$ cat src/rtl/odd_parity_scheduler.sv
// odd_parity_scheduler
// Round-robin arbiter in front of a single odd-parity checker.
// One word is in flight at a time. Each word is granted in IDLE, reduced in CHECK,
// and held on the response port in RESP until the consumer takes it.
// Each requester has a saturating counter of words that failed odd parity.
module odd_parity_scheduler #(
  parameter int NUM_REQ = 4,
  parameter int DATA_W  = 16,
  parameter int CNT_W   = 8
) (
  input  logic                       clk,
  input  logic                       rst,
  input  logic [NUM_REQ-1:0]         req_valid,
  input  logic [NUM_REQ*DATA_W-1:0]  req_data,
  output logic [NUM_REQ-1:0]         req_ready,
  output logic                       rsp_valid,
  input  logic                       rsp_ready,
  output logic [$clog2(NUM_REQ)-1:0] rsp_id,
  output logic                       rsp_parity,
  input  logic                       clr_cnt,
  output logic [NUM_REQ*CNT_W-1:0]   err_cnt
);

  localparam int ID_W  = $clog2(NUM_REQ);
  // The scan index needs one spare bit so that rr_ptr + offset can exceed
  // NUM_REQ-1 before it is folded back into range.
  localparam int PTR_W = ID_W + 1;

  typedef enum logic [1:0] {
    IDLE  = 2'd0,
    CHECK = 2'd1,
    RESP  = 2'd2
  } state_t;

  state_t              state_q, state_d;
  logic [ID_W-1:0]     rr_ptr_q, rr_ptr_d;
  logic [ID_W-1:0]     gid_q, gid_d;
  logic [DATA_W-1:0]   word_q, word_d;
  logic [ID_W-1:0]     rsp_id_q, rsp_id_d;
  logic                rsp_parity_q, rsp_parity_d;

  logic                grant_found;
  logic [ID_W-1:0]     grant_idx;
  logic [PTR_W-1:0]    scan_idx;
  logic [NUM_REQ-1:0]  grant_onehot;
  logic [DATA_W-1:0]   grant_word;

  logic                rsp_hs;
  logic                fail_hs;

  // Round-robin search: the first valid requester at or after rr_ptr, wrapping modulo NUM_REQ.
  always_comb begin
    grant_found = 1'b0;
    grant_idx   = '0;
    scan_idx    = '0;
    for (int k = 0; k < NUM_REQ; k++) begin
      scan_idx = {1'b0, rr_ptr_q} + PTR_W'(k);
      if (scan_idx >= PTR_W'(NUM_REQ)) begin
        scan_idx = scan_idx - PTR_W'(NUM_REQ);
      end
      if (!grant_found && req_valid[scan_idx[ID_W-1:0]]) begin
        grant_found = 1'b1;
        grant_idx   = scan_idx[ID_W-1:0];
      end
    end
  end

  // Expand the winning index into a one-hot vector, one bit per requester.
  generate
    for (genvar gi = 0; gi < NUM_REQ; gi++) begin : g_onehot
      assign grant_onehot[gi] = grant_found && (grant_idx == ID_W'(gi));
    end
  endgenerate

  assign grant_word = req_data[grant_idx*DATA_W +: DATA_W];

  // Grants are offered only in IDLE. They are also masked while rst is high,
  // so that every output reads 0 during reset even if a requester is already valid.
  assign req_ready = (state_q == IDLE && !rst) ? grant_onehot : '0;
  assign rsp_valid = (state_q == RESP);
  assign rsp_id     = rsp_id_q;
  assign rsp_parity = rsp_parity_q;

  assign rsp_hs  = rsp_valid & rsp_ready;
  assign fail_hs = rsp_hs & ~rsp_parity_q;

  // Next-state logic for the FSM and the datapath registers it steers.
  always_comb begin
    state_d      = state_q;
    rr_ptr_d     = rr_ptr_q;
    gid_d        = gid_q;
    word_d       = word_q;
    rsp_id_d     = rsp_id_q;
    rsp_parity_d = rsp_parity_q;
    unique case (state_q)
      IDLE: begin
        if (grant_found) begin
          word_d   = grant_word;
          gid_d    = grant_idx;
          // The last requester wraps the pointer explicitly.
          // This stays correct when NUM_REQ is not a power of two.
          rr_ptr_d = (grant_idx == ID_W'(NUM_REQ - 1)) ? '0 : grant_idx + 1'b1;
          state_d  = CHECK;
        end
      end
      CHECK: begin
        rsp_parity_d = ^word_q;
        rsp_id_d     = gid_q;
        state_d      = RESP;
      end
      RESP: begin
        if (rsp_ready) begin
          state_d = IDLE;
        end
      end
      default: begin
        state_d = IDLE;
      end
    endcase
  end

  // State and datapath registers. Reset aborts any in-flight word.
  always_ff @(posedge clk or posedge rst) begin
    if (rst) begin
      state_q      <= IDLE;
      rr_ptr_q     <= '0;
      gid_q        <= '0;
      word_q       <= '0;
      rsp_id_q     <= '0;
      rsp_parity_q <= 1'b0;
    end else begin
      state_q      <= state_d;
      rr_ptr_q     <= rr_ptr_d;
      gid_q        <= gid_d;
      word_q       <= word_d;
      rsp_id_q     <= rsp_id_d;
      rsp_parity_q <= rsp_parity_d;
    end
  end

  // Per-requester error counters. A counter bumps on a failing response handshake for its ID.
  // It saturates at all-ones, and clr_cnt overrides a same-cycle bump.
  generate
    for (genvar gi = 0; gi < NUM_REQ; gi++) begin : g_cnt
      logic [CNT_W-1:0] cnt_q, cnt_d;

      // Next value for this requester's counter.
      always_comb begin
        cnt_d = cnt_q;
        if (clr_cnt) begin
          cnt_d = '0;
        end else if (fail_hs && (rsp_id_q == ID_W'(gi)) && (cnt_q != {CNT_W{1'b1}})) begin
          cnt_d = cnt_q + 1'b1;
        end
      end

      // Counter register, cleared by reset.
      always_ff @(posedge clk or posedge rst) begin
        if (rst) begin
          cnt_q <= '0;
        end else begin
          cnt_q <= cnt_d;
        end
      end

      assign err_cnt[gi*CNT_W +: CNT_W] = cnt_q;
    end
  endgenerate

endmodule

$ cat config.mk
export PLATFORM = sky130hd
export DESIGN_NAME = odd_parity_scheduler
export DESIGN_NICKNAME = d
export VERILOG_FILES = /design/src/rtl/odd_parity_scheduler.sv
export SDC_FILE = /design/constraint.sdc
export NUM_CORES = 1
export LEC_CHECK = 0
export BUFFER_PORTS_ARGS = -buffer_cell sky130_fd_sc_hd__buf_4
export CORE_UTILIZATION = 45
export CTS_CLUSTER_SIZE = 20
export DETAILED_ROUTE_END_ITERATION = 12
export GPL_TIMING_DRIVEN = 0
export PLACE_DENSITY = 0.75
export SLEW_MARGIN = 15
export SYNTH_ARGS = -nofsm -noshare
export SYNTH_HDL_FRONTEND = slang
export SYNTH_SLANG_ARGS = --single-unit
export TNS_END_PERCENT = 10
$ cat constraint.sdc
create_clock -name clk -period 1.85 [get_ports clk]
set_input_delay 0 -clock clk [delete_from_list [all_inputs] [get_ports clk]]
set_output_delay 0 -clock clk [all_outputs]
set_load 0.05 [all_outputs]
Word level (Yosys, flattened, before mapping)
Index checks and enable logic that the tools add are counted.
W data, S select, Z words.
- logic and storage cells: 111
- RAM bits: 0
- memories: 0
- ROM bits: 0
- bits in latches: 0
- flip-flop bits (word level): 57
- input port bits: 72
- multipliers: 0
- eq/ne operators: 14
- bitwise logic cells: 3
- add/sub/neg operators: 12
- $lt $le $gt $ge: 8
- reductions and logical operators: 30
- shift-type cells: 1
- divide/modulo/power cells: 0
- multiplexer cells: 33
- operator list (cell ; count):
    $mux W8 ; 8
    $shiftx A64 B7 Y16 ; 1
    $add A8 B1 Y8 const B ; 4
    $ne A8 B8 Y1 const B ; 4
    $mux W2 ; 11
    $logic_and A1 B1 Y1 ; 16
    $reduce_xor A16 Y1 ; 1
    $lt A2 B3 Y1 const B ; 4
    $eq A2 B2 Y1 const B ; 5
    $ge A3 B3 Y1 const B ; 3
    $bmux W1 S2 ; 4
    $mux W1 ; 8
    $reduce_bool A2 Y1 ; 4
    $sub A2 B1 Y2 const B ; 4
    $add A2 B2 Y3 const B ; 2
    $eq A2 B1 Y1 const B ; 3
    $logic_not A2 Y1 ; 3
    $pmux W2 S3 ; 1
    $logic_not A1 Y1 ; 4
    $mux W4 ; 1
    $reduce_and A2 Y1 ; 2
    $add A2 B1 Y3 const B ; 1
    $ge A2 B3 Y1 const B ; 1
    $add A2 B1 Y2 const B ; 1
    other kinds (4) ; 5

Logic depth before layout (Yosys ltp)
Gate-level depths: netlist of run 1.
- depth after elaboration: 17
- gate-level depth with buffers: 9
- depth with buffers taken out: 7

Worst setup path before layout of run 1
Ideal clock, no wire load.
- path type: reg2out
- start point: register state_q[1]
- end point: output req_ready[2]
- arrival: 2807 ps
- stages on the path, launching flop included: 5
- setup slack: -957 ps
- data required time: 1850 ps
- buffers on the path: 2
- cell sequence: dfrtp_1 -> or3_2 -> buf_2 -> clkbuf_1 -> nor4_1
- longest elaborated chain between the ends: 3
- ends and longest elaborated chain (element ; RTL line ; source):
    start, declared ; 35 ; state_t state_q, state_d;
    start signal, assigned ; 132 ; state_q <= state_d;
    $logic_not A2 Y1 ; 79 ; assign req_ready = (state_q == IDLE && !rst) ? grant_onehot : '0;
    $logic_and A1 B1 Y1 ; 79 ;
    $mux W4 ; 79 ;
    end, declared ; 15 ; output logic [NUM_REQ-1:0] req_ready,
Every way passes these cells.

Worst setup path in the final report of run 1
- start point: register state_q[0]
- end point: register g_cnt[1].cnt_q[5]
- longest elaborated chain between the ends: 6
- ends and longest elaborated chain (element ; RTL line ; source):
    $eq A2 B2 Y1 ; 80 ; assign rsp_valid = (state_q == RESP);
    $and A1 B1 Y1 ; 84 ; assign rsp_hs = rsp_valid & rsp_ready;
    $and A1 B1 Y1 ; 85 ; assign fail_hs = rsp_hs & ~rsp_parity_q;
    $logic_and A1 B1 Y1 (2 in series) ; 152 ; end else if (fail_hs && (rsp_id_q == ID_W'(gi)) && (cnt_q != {CNT_W{1'b1}})) begin
    $reduce_bool A2 Y1 (no source line) ; -- ;
    end signal, assigned ; 162 ; cnt_q <= cnt_d;
    end, declared ; 145 ; logic [CNT_W-1:0] cnt_q, cnt_d;
Every way passes these cells.
A chain may end at the register's enable or synchronous reset.

==> results of run 1 <==
==> routing by layer <==
layer | vias up | GRT usage | part of all wire
li1 | 1538 | - | -
met3 | 25 | 0.0483 | 0.045
met4 | 0 | 0.112 | 0.027
met5 | - | 0 | 0
met1 | 1575 | 0.312 | 0.43
met2 | 119 | 0.421 | 0.50
==> critical path, stage by stage, from the launching register on <==
cell	delay, ns
dfrtp_1	0.41
buf_6	0.13
nand4bb_4	0.21
or3_4	0.35
buf_8	0.16
nor4_4	0.28
xnor2_1	0.17
nor2_1	0.07
==> Yosys cell counts (all sizes together), types with 2 or more instances <==
| cell | n | area share |
|---|---|---|
| nor2 | 50 | 0.058 |
| mux2i | 19 | 0.059 |
| nand3 | 11 | 0.017 |
| nand2b | 4 | 0.0077 |
| xor2 | 8 | 0.022 |
| nor3b | 2 | 0.0046 |
| dfrtp | 57 | 0.44 |
| nand2 | 20 | 0.023 |
| mux2 | 2 | 0.0069 |
| clkbuf | 11 | 0.013 |
| or2b | 2 | 0.0050 |
| xnor2 | 32 | 0.086 |
| buf | 6 | 0.011 |
| and3 | 4 | 0.0077 |
| a31oi | 2 | 0.0039 |
| ha | 5 | 0.019 |
| a221oi | 16 | 0.043 |
| nor4 | 8 | 0.015 |
| o22ai | 2 | 0.0039 |
| or3 | 3 | 0.0062 |
| o21ai | 8 | 0.012 |
| nand4 | 7 | 0.013 |
| o32ai | 16 | 0.043 |
| a21oi | 6 | 0.0092 |
| inv | 9 | 0.010 |
| nor3 | 10 | 0.015 |
==> worst paths after layout <==
kind                       depth (start not counted)  slack (ns)           endpoint         start
max in group asynchronous                          3        1.15  g_cnt[0].cnt_q[1]           rst
setup / recovery                                   7       -0.08  g_cnt[1].cnt_q[5]    state_q[0]
hold / removal                                     3        0.02         word_q[12]  req_data[44]
setup reg to reg                                   7       -0.08  g_cnt[1].cnt_q[5]    state_q[0]
hold reg to reg                                    2        0.47           gid_q[0]      gid_q[0]
min in group asynchronous                          3        0.29         word_q[15]           rst
==> cell families after synthesis <==
group | share of synthesized area
buf+inv | 0.0343
flops | 0.439
mux | 0.0655
xor+xnor | 0.108
compound gates | 0.139
fa+ha+maj | 0.0193
simple gates | 0.195
==> per-stage QoR <==
| step | total power [mW] | setup slack, ns |
|---|---|---|
| after floorplan | 3.83 | -0.127 |
| after detailed placement | 4.48 | -0.460 |
| after global placement | 4.42 | -0.556 |
| after global routing | 6.57 | -0.121 |
| final | 6.23 | -0.0808 |
| after CTS | 6.17 | -0.104 |
==> power groups by stage <==
stage	sequential (mW)	clock (mW)	combinational (mW)
3_5_place_dp	1.81	0	2.67
5_1_grt	1.86	1.40	3.31
3_3_place_gp	1.80	0	2.62
6_report	1.82	1.34	3.07
4_1_cts	1.79	1.35	3.02
2_1_floorplan	1.90	0	1.93
==> registers in the layout, summed over array words and instances (netlist names) <==
register	flops
g_cnt.cnt_q	32
gid_q	2
rr_ptr_q	2
rsp_id	2
rsp_parity	1
state_q	2
word_q	16
==> layout make-up <==
| type | count | area, µm² | share of cell area |
|---|---|---|---|
| plain buffers | 15 | 111 | 0.0217 |
| clock buffers | 11 | 151 | 0.0296 |
| clock inverters | 5 | 77.6 | 0.0151 |
| inverters | 9 | 38.8 | 0.00757 |
| multi-input cells | 249 | 1930 | 0.377 |
| flip-flops and latches | 57 | 1430 | 0.279 |
| well taps | 96 | 120 | 0.0235 |
| repair buffers | 155 | 1260 | 0.246 |
==> what timing repair did <==
item                                    in CTS  in global routing
endpoints found under the setup margin      22                 38
setup buffers                               11                  0
pin swaps                                    6                 10
resized for setup                           27                 26
hold endpoints to repair                    75                  0
hold buffers                                33                  0
==> metrics, run 1 <==
PD cells approximately 1200 nW/µm²; post-synthesis sequential area ratio 0.439; Clock Skew between 0.01 and 0.015 ns; failing checks negative setup slack; unique cell type count in the Yosys netlist about 40; Hold Vio Cnt, Final 0; first-iteration detailed-routing DRC count about 150; Seq pwr share 0.291; EDFF count, synth 0; detailed-route via count about 3300; top_reg_cell synth dfrtp_1; initial antenna violation count 0; Power Internal 3.88 mW; clock sink count 57; Worst Max-Slew Pin Slew 0.543 ns; Crit path arrival time between 2 and 2.5 ns; Final Cycle Share 1.04; Detailed Routing Iterations Pass 1 4; Clock power frac 0.215; DP Area 4240 µm²; Final Hold Slack slightly below 0.02 ns; max_cap viols 0; n_diodes 0; switching pwr 2.35 mW; Die W 87.0 µm; vias in the first global route 3263; Clk Latency, worst-skew pair about 0.34 ns; worst hold path class in -> reg; largest net degree at the start of global routing 61; final setup vio count 9; element type at the critical path end flip-flop; Die Ht a little under 90 µm; H-tree levels 3; GP Congestion around 0.8; synth warn 0; Slew headroom 0.637; most common cell after layout, fill and taps aside buf_4; min cycle time layout between 1.5 and 2 ns; Post-DP HPWL approximately 5.9 mm; RSZ-0062 raised after global routing yes; setup TNS after final layout -0.257 ns; area of the die around 7600 µm²; post-route worst setup slack -0.0808 ns; CTS Buf Count 9; CTS tree done; Area Overhead vs Synth 57.7%; DP Cell Count roughly 540; worst-path fanout max 8; fmax 0.518 GHz; Final Max Tran Viols 0; Clock Tree Root clkbuf_8; Gate power share 0.493; Layout Utilization 0.746; Avg Cell Area, Syn just under 10 µm²; first-pass GRT wire length between 10 and 15 mm; area of the core between 6000 and 7000 µm²; Crit path required time slightly above 2 ns; crit start category flip-flop; fin cells approximately 600; # rows 30; nets around 570; fin area approximately 5000 µm²; final WL ~9.2 mm; CTS clk-pin slew, worst paths around 0.07 ns; Initial Util 0.473; #FFs+latches synth 57; most frequent cells in the layout buf_4, dfrtp_1, nor2_1, dlygate4sd3_1, xnor2_1; Ports approximately 110; Leak Pwr around 2.3 nW; Final ANT Viol Nets 0; async set-reset flop share out of synthesis 1.00; gr usage total 0.250; drt wl/cell approximately 15 µm; share of cells above drive strength 1 0.367; Switching Share 0.378; I/O Buffers ~110; IR drop worst, VDD 0.802 mV; status complete, but fails checks; drt via density roughly 5.5; Syn Std Cell Area ~3200 µm²; total congestion overflow 0; Syn Nets approximately 410; fill count slightly below 500; synthesized netlist cell count around 330; Crit Path Class reg -> reg; clock buffer depth 2; drt drc 0
Power figures use the tool's default switching activity.
==> run 2, diff against run 1 <==
Settings changed: BUFFER_PORTS_ARGS -buffer_cell sky130_fd_sc_hd__buf_4 to not set, CTS_BUF_LIST set to sky130_fd_sc_hd__clkbuf_4, DONT_BUFFER_PORTS set to 1, PLACE_DENSITY 0.75 to 0.61, SLEW_MARGIN 15 to not set.
==> metrics, run 2 (same netlist as run 1, synthesis figures left out) <==
status complete, but fails checks; failing checks negative setup slack; Leak Pwr 1.87 nW (-18%); number of cells on the worst reg-to-reg path 8 (+1); initial antenna violation count 0 (unchanged); crit start category flip-flop; HP Start clr_cnt; Worst R2R Setup Slack -0.13 ns (-0.05 ns); Biggest register g_cnt.cnt_q; fmax 0.452 GHz (-13%); clock buffer depth 2 (unchanged); min cycle time layout 2.21 ns (+0.284 ns); Clock Skew 0.0108 ns (-0.000900 ns); gr usage total 0.259 (+0.00887); RR Startpoint rr_ptr_q[1]; Initial Util 0.473 (unchanged); share of cells above drive strength 1 0.286 (-0.0812); element type at the critical path end output port; area of the core 6870 µm² (unchanged); nets 510 (-11%); Crit Path Class reg -> out; max_cap viols 0 (unchanged); final WL 9.69 mm (+5.3%); drt via density 5.78 (+6.0%); worst-path fanout max 7 (-1); RSZ-0062 raised after global routing yes; detailed-route via count 3081 (-5.4%); GP Congestion 0.788 (-2.6%); Final Max Tran Viols 0 (unchanged); area of the die 7560 µm² (unchanged); Hold Path Stages 2 (-1); Worst Max-Slew Pin Slew 0.734 ns (+0.191 ns); Slew headroom 0.507 (-0.130); Tot Pwr 6.13 mW (-1.6%); drt drc 0 (unchanged); worst hold path class in -> reg; Layout Utilization 0.695 (-0.0505); IR drop worst, VDD 1.06 mV (+32%); CTS clk-pin slew, worst paths 0.10 ns (+0.03 ns); most common cell after layout, fill and taps aside dlygate4sd3_1; Final Cycle Share 1.20 (+0.153); Clock Tree Root clkbuf_4; first-pass GRT wire length 14.9 mm (+2.4%); worst reg2reg endpoint word_q[11]; vias in the first global route 3089 (-5.3%); setup TNS after final layout -1.13 ns (-0.871 ns); total congestion overflow 0 (unchanged); drt wl/cell 18.2 µm (+18%); max reg flops 32 (unchanged); Crit path required time 1.85 ns (-0.20 ns); first-iteration detailed-routing DRC count 149 (+0.68%); PD cells 1280 nW/µm² (+5.5%); final setup vio count 17 (+8); Crit path arrival time 2.21 ns (+0.08 ns); # rows 30 (unchanged); clock sink count 57 (unchanged); I/O Buffers 0 (-100%); Top Registers g_cnt.cnt_q x32, word_q x16; Final ANT Viol Nets 0 (unchanged); CTS tree done; Clk Latency, worst-skew pair 0.39 ns (+0.05 ns); Hold Crit Endpoint g_cnt[1].cnt_q[2]; Post-DP HPWL 5.34 mm (-9.4%); Ports 112 (unchanged); Detailed Routing Iterations Pass 1 4 (unchanged); Die W 87.0 µm (unchanged); H-tree levels 3 (unchanged); largest net degree at the start of global routing 32 (-48%); Area Overhead vs Synth 47.0%; n_diodes 0 (unchanged); Hold Vio Cnt, Final 0 (unchanged); CTS Buf Count 9 (unchanged); most frequent cells in the layout dlygate4sd3_1, nor2_1, xnor2_1, dfrtp_2, dfrtp_1; Die Ht 87.0 µm (unchanged); post-route worst setup slack -0.365 ns (-0.284 ns)
run 2: where the power goes:
part           total (mW)  leakage [nW]  switching [mW]  internal (mW)
sequential           2.00         0.688           0.436           1.56
combinational        3.25          1.11            1.63           1.62
clock               0.884        0.0711           0.476          0.408
run 2: cell type report:
type | count | area, µm²
buffer | 15 | 134
clock buffer | 10 | 75.1
clock inverter | 5 | 47.5
fill | 510 | 2090
inverter | 9 | 36.3
multi-input combinational | 249 | 2020
sequential | 57 | 1470
tap | 96 | 120
timing repair buffer | 92 | 873
run 2: repair_timing:
action / in CTS / in global routing
buffers inserted: 4 / 19
hold endpoints to repair: 49 / 0
gates resized for setup: 52 / 55
setup endpoints to repair: 48 / 51
hold buffers: 68 / 0
pin swaps: 6 / 15
run 2: through the flow:
step                setup slack (ns)  cell area [µm²]  std cells  hold WS [ns]
global placement              -0.614             3410        428        0.0657
detailed placement            -0.533             3430        429        0.0168
CTS                           -0.357             4420        515       0.00959
finish                        -0.365             4770        533       0.00558
floorplan                     -0.127             3290        332        0.0631
global route                  -0.430             4770        533        0.0259
run 2: worst max-delay path by stage:
stage / from / to / slack [ns] / cells past startpoint
after floorplan: g_cnt[1].cnt_q[0] / g_cnt[1].cnt_q[7] / -0.13 / 6
after global placement: rst / req_ready[3] / -0.61 / 2
after detailed placement: rr_ptr_q[0] / rr_ptr_q[1] / -0.53 / 8
after CTS: state_q[1] / req_ready[2] / -0.36 / 4
after global routing: rr_ptr_q[1] / req_ready[2] / -0.43 / 6
final: rr_ptr_q[1] / req_ready[2] / -0.36 / 6
run 2: worst max-delay path, stage by stage (launching register included):
cell and delay (ns):
dfrtp_1 0.40, buf_6 0.14, a21o_1 0.17, a21boi_2 0.19
o22ai_4 0.11, buf_6 0.14, nor4_4 0.67
run 2: metal layers:
metal,part of all wire,global-route usage,up-vias
li1,-,-,1420
met4,0.025,0.127,0
met1,0.41,0.311,1519
met3,0.052,0.0626,27
met5,0,0,-
met2,0.51,0.436,115
